**src/rtl/word_tokenizer_if.sv**
```systemverilog
// Character-in / token-out bundle for the word tokenizer.
// The master side drives characters; the slave side returns completed-word tokens.
interface word_tokenizer_if #(
  parameter int unsigned LEN_W = 6
);
  logic [7:0]       in;
  logic             in_valid;
  logic             flush;
  logic             tok_valid;
  logic [1:0]       tok_kind;
  logic [LEN_W-1:0] tok_len;
  logic             in_word;

  modport master (
    output in, in_valid, flush,
    input  tok_valid, tok_kind, tok_len, in_word
  );

  modport slave (
    input  in, in_valid, flush,
    output tok_valid, tok_kind, tok_len, in_word
  );
endinterface

```
**src/rtl/word_tokenizer.sv**
```systemverilog
// Splits a space-delimited ASCII stream into words and classifies each word
// case-insensitively as BEGIN, END or OTHER, emitting one registered token per word.
module word_tokenizer #(
  parameter int unsigned LEN_W = 6
) (
  input logic             clk,
  input logic             reset,
  word_tokenizer_if.slave bus
);

  localparam logic [3:0] S_IDLE  = 4'd0;
  localparam logic [3:0] S_B     = 4'd1;
  localparam logic [3:0] S_BE    = 4'd2;
  localparam logic [3:0] S_BEG   = 4'd3;
  localparam logic [3:0] S_BEGI  = 4'd4;
  localparam logic [3:0] S_BEGIN = 4'd5;
  localparam logic [3:0] S_E     = 4'd6;
  localparam logic [3:0] S_EN    = 4'd7;
  localparam logic [3:0] S_END   = 4'd8;
  localparam logic [3:0] S_OTH   = 4'd9;

  localparam logic [1:0] K_NONE  = 2'b00;
  localparam logic [1:0] K_BEGIN = 2'b01;
  localparam logic [1:0] K_END   = 2'b10;
  localparam logic [1:0] K_OTHER = 2'b11;

  localparam logic [LEN_W-1:0] CNT_MAX = '1;

  logic [3:0]       state, next_state, adv_state;
  logic [LEN_W-1:0] cnt, next_cnt, adv_cnt;
  logic             end_word, emit;
  logic [1:0]       kind;
  logic [7:0]       ch_up;
  logic             is_delim;

  // Only letters fold onto 'A'..'Z', so matching the folded byte is exact.
  assign ch_up    = bus.in & 8'hDF;
  assign is_delim = (bus.in == 8'h20);

  // A character accepted together with flush is consumed before the word terminates.
  always_comb begin
    adv_state = state;
    adv_cnt   = cnt;
    end_word  = bus.flush;
    if (bus.in_valid) begin
      if (is_delim) begin
        end_word = 1'b1;
      end else begin
        adv_cnt = (cnt == CNT_MAX) ? cnt : cnt + LEN_W'(1);
        case (state)
          S_IDLE:  adv_state = (ch_up == 8'h42) ? S_B :
                               (ch_up == 8'h45) ? S_E : S_OTH;
          S_B:     adv_state = (ch_up == 8'h45) ? S_BE    : S_OTH;
          S_BE:    adv_state = (ch_up == 8'h47) ? S_BEG   : S_OTH;
          S_BEG:   adv_state = (ch_up == 8'h49) ? S_BEGI  : S_OTH;
          S_BEGI:  adv_state = (ch_up == 8'h4E) ? S_BEGIN : S_OTH;
          S_E:     adv_state = (ch_up == 8'h4E) ? S_EN    : S_OTH;
          S_EN:    adv_state = (ch_up == 8'h44) ? S_END   : S_OTH;
          default: adv_state = S_OTH;
        endcase
      end
    end

    emit = end_word && (adv_state != S_IDLE);
    case (adv_state)
      S_BEGIN: kind = K_BEGIN;
      S_END:   kind = K_END;
      default: kind = K_OTHER;
    endcase

    next_state = end_word ? S_IDLE : adv_state;
    next_cnt   = end_word ? '0 : adv_cnt;
  end

  always_ff @(posedge clk) begin
    if (!reset) begin
      state <= S_IDLE;
      cnt   <= '0;
    end else begin
      state <= next_state;
      cnt   <= next_cnt;
    end
  end

  // Token registers load on the edge that accepts the terminator.
  always_ff @(posedge clk) begin
    if (!reset) begin
      bus.tok_valid <= 1'b0;
      bus.tok_kind  <= K_NONE;
      bus.tok_len   <= '0;
      bus.in_word   <= 1'b0;
    end else begin
      bus.tok_valid <= emit;
      bus.tok_kind  <= emit ? kind : K_NONE;
      bus.tok_len   <= emit ? adv_cnt : '0;
      bus.in_word   <= (next_state != S_IDLE);
    end
  end

endmodule

```
**src/flat_wrapper.sv**
```systemverilog
// flat-port wrapper written by rule: the top's interface ports become plain ports
module word_tokenizer_flat 
#(
  parameter int unsigned LEN_W = 6
)
  (clk, reset, bus_in, bus_in_valid, bus_flush, bus_tok_valid, bus_tok_kind, bus_tok_len, bus_in_word);
  word_tokenizer_if #(.LEN_W(LEN_W)) bus_i ();
  input logic clk;
  input logic reset;
  input wire logic [$bits(bus_i.in)-1:0] bus_in;
  input wire logic [$bits(bus_i.in_valid)-1:0] bus_in_valid;
  input wire logic [$bits(bus_i.flush)-1:0] bus_flush;
  output wire logic [$bits(bus_i.tok_valid)-1:0] bus_tok_valid;
  output wire logic [$bits(bus_i.tok_kind)-1:0] bus_tok_kind;
  output wire logic [$bits(bus_i.tok_len)-1:0] bus_tok_len;
  output wire logic [$bits(bus_i.in_word)-1:0] bus_in_word;
  assign bus_i.in = bus_in;
  assign bus_i.in_valid = bus_in_valid;
  assign bus_i.flush = bus_flush;
  assign bus_tok_valid = bus_i.tok_valid;
  assign bus_tok_kind = bus_i.tok_kind;
  assign bus_tok_len = bus_i.tok_len;
  assign bus_in_word = bus_i.in_word;
  word_tokenizer #(.LEN_W(LEN_W)) u_core (.clk(clk), .reset(reset), .bus(bus_i));
endmodule
```
**config.mk**
```make
export PLATFORM = sky130hd
export DESIGN_NAME = word_tokenizer_flat
export DESIGN_NICKNAME = d
export VERILOG_FILES = /design/src/rtl/word_tokenizer_if.sv /design/src/rtl/word_tokenizer.sv /design/src/flat_wrapper.sv
export SDC_FILE = /design/constraint.sdc
export NUM_CORES = 1
export LEC_CHECK = 0
export CAP_MARGIN = 20
export CORE_MARGIN = 1
export CORE_UTILIZATION = 50
export CTS_BUF_LIST = sky130_fd_sc_hd__clkbuf_4 sky130_fd_sc_hd__clkbuf_8 sky130_fd_sc_hd__clkbuf_16
export DETAILED_ROUTE_END_ITERATION = 16
export PLACE_DENSITY = 0.77
export SYNTH_ARGS = -nofsm -noshare
export SYNTH_HDL_FRONTEND = slang
export SYNTH_SLANG_ARGS = --single-unit
```
**constraint.sdc**
```tcl
create_clock -name clk -period 2.42 [get_ports clk]
set_input_delay 0.484 -clock clk [delete_from_list [all_inputs] [get_ports clk]]
set_output_delay 0.484 -clock clk [all_outputs]
set_load 0.05 [all_outputs]
```
==> results.yml <==
sta:
  setup_viol: 0
  clock.fmax_mhz: 418.8
  worstMarginPinSlew_ps: 525.5
  period_share_pct: 98.66
  whs_ps: 600.4
  tns_ps: 0
  relSlewSlack_pct: 64.86
  finClkSkew_ps: 11.99
  hold_viol_final: 0
  slew_violations: 0
  period_needed_ps: 2388
cts:
  h-tree-depth: 1
  path_clk_slew_ps: 100
  numCtsBuffers: 3
  ctsHoldBuffers: 0
  cts_tree: "done"
  root_buffer: "clkbuf_4"
  clk_path_buf_depth: 2
  clock_sinks: 20
  clk_latency_ps: 300
floorplan:
  die-area_sq_mm: 0.002464
  start_util_pct: 55.58
  rows: 16
  core_area_sq_mm: 0.002042
  num_io_pins: 22
  dieWidth_microns: 49.64
  die_h_microns: 49.64
setup_path:
  cp.required_ps: 2610
  startpoint: "bus_in[7]"
  worstSetupStartpointType: "input pin"
  path_cells: "clkdlybuf4s50_1 > and4bb_1 > and2b_1 > a21oi_2 > o32a_4 > o31ai_4 > buf_4 > a21oi_1"
  endpoint_kind: "flop"
  r2r_start: "u_core.state[1]$_SDFF_PN0_"
  worst-path-max-fanout: 5
  cp.arrival_ps: 2580
  critical_path.max_stage_delay_ps: 510
  crit_type: "input pin to flop"
  path_buf_inv: 2
  crit_family: "compound AO/OA/AOI/OAI gates"
  cpMaxStageDelayCell: "clkdlybuf4s50_1"
yosys:
  ys_seq_area_share_pct: 35.28
  synth-seq-cells: 20
  yosysMostFrequentCell: "dfxtp_1"
  ys_warn_count: 0
  synth_top_cells_by_count: "dfxtp_1, nor2_1, nand2_1"
  ys_types: 42
  async_flop_share_pct: 0
  avgSynthCellArea_sq_um: 8.533
  synthTopCellsByArea: "dfxtp_1, nor2_1, mux2i_1"
  synthesis.area_sq_mm: 0.001135
  synth-main-ff-cell: "dfxtp_1"
  yosysTopAreaCell: "dfxtp_1"
  netlist_instances: 133
  synth_edf_count: 0
  synth_top_area_share_pct: 35.28
  syn_nets: 146
global_route:
  grt_pass1_wl_microns: 4754
  antenna_found_initial: 0
  grt_max_degree: 14
  grt_pass1_vias: 1115
  grt_overflow: 0
  track_usage_pct: 25.13
route:
  ant_nets: 0
  post_drt_wl_per_cell_microns: 14.36
  wirelength_microns: 2858
  drt_iter0_drc: 22
  drc: 0
  viasPerCell: 5.794
  num_vias: 1153
  first_pass_iters: 4
power_and_ir_drop:
  p_comb_share_pct: 21.5
  vdd_drop_max_v: 0.0007599
  power_density_mw_per_mm2: 509.1
  clkPwrFrac_pct: 34.3
  p_leak_uw: 0.0006039
  p_total_uw: 788.0
  power.internal_uw: 586.8
  switching_share_pct: 25.53
  power.sequential.fraction_pct: 44.2
  power.switching_uw: 201.2
cells_and_area:
  syn_to_final_growth_pct: 36.38
  drive_gt1_share_pct: 19.77
  antennaDiodeCount: 0
  final_nets: 186
  final_util_pct: 75.80
worst_hold_path:
  min_from: "u_core.cnt[1]$_SDFF_PP0_"
  hold_path.class: "flop to flop"
placed_design:
  hpwl_microns: 2160
  io_buffers: 21
  globalplace.congestion: 0.9014
job:
  max_cap_violations: 0
outcome:
  outcome: "finished clean"
repair_timing:
action | in CTS | in global routing
resized for setup | 0 | 1
setup endpoints to repair | 0 | 6
buffers inserted | 0 | 2
worst register-to-register path: cells and delay by family (launching register included):
kind	cells	cell delay, ps
simple gates	1	80
compound gates	4	990
buf+inv	2	310
flops	1	580
flip-flops by register name, summed over array words and instances (netlist names):
| signal | count |
|---|---|
| u_core.bus.tok_valid | 1 |
| u_core.cnt | 6 |
| u_core.bus.tok_len | 6 |
| u_core.state | 4 |
| u_core.bus.in_word | 1 |
| u_core.bus.tok_kind | 2 |
cells in the final DEF, fill, tap and decap left out, types with 4 or more instances in the layout:
cell and count:
mux2i_1 6, inv_1 6, nor2_1 18, nand2_1 14, buf_4 19, nand3_1 5
o21ai_0 4, a21oi_1 10, dfxtp_1 20, clkdlybuf4s50_1 21
path summary, 6_finish.rpt:
path / endpoint / slack [ps] / cells after the start
max: u_core.bus.tok_len[5]$_SDFF_PN0_ / 30 / 8
min: u_core.cnt[1]$_SDFF_PP0_ / 600 / 2
max reg2reg: u_core.bus.tok_len[5]$_SDFF_PN0_ / 340 / 7
min reg2reg: u_core.cnt[1]$_SDFF_PP0_ / 600 / 2
metrics by stage:
step                      instance area, sq um  setup WS (ps)  instances
after floorplan                           1135          415.5        133
after global placement                    1478         -206.9        193
after detailed placement                  1478         -277.1        193
after CTS                                 1530          32.18        197
after global routing                      1548         -28.74        199
final                                     1548          32.44        199
layer usage:
layer,GRT usage (%),routed length (microns),vias up
met5,0,0,-
met4,7.143,29,0
met3,7.099,187,6
met2,42.79,1417,42
met1,30.49,1224,541
li1,-,-,564
logic make-up after synthesis:
logic type,count (synthesis),synth area share [%]
xor+xnor,2,1.544
mux,6,5.292
flops,20,35.28
buf+inv,11,4.520
compound gates,30,22.82
simple gates,63,29.44
fa+ha+maj,1,1.102
final cells by class:
cell class              instances  area (sq um)
clock buffers                   3         22.52
clock inverters                 1         30.03
fillers                       155         494.2
inverters                       6         22.52
multi-input cells             102         685.7
flip-flops and latches         20         400.4
well taps                      27         33.78
repair buffers                 40         352.8
power by group through the flow:
stage          logic (uW)  clock network [uW]  registers [uW]
2_1_floorplan        74.2                   0             375
3_3_place_gp          161                   0             355
3_5_place_dp          165                   0             356
4_1_cts               166                 270             348
5_1_grt               183                 288             350
6_report              169                 270             349
Power figures use the tool's default switching activity.
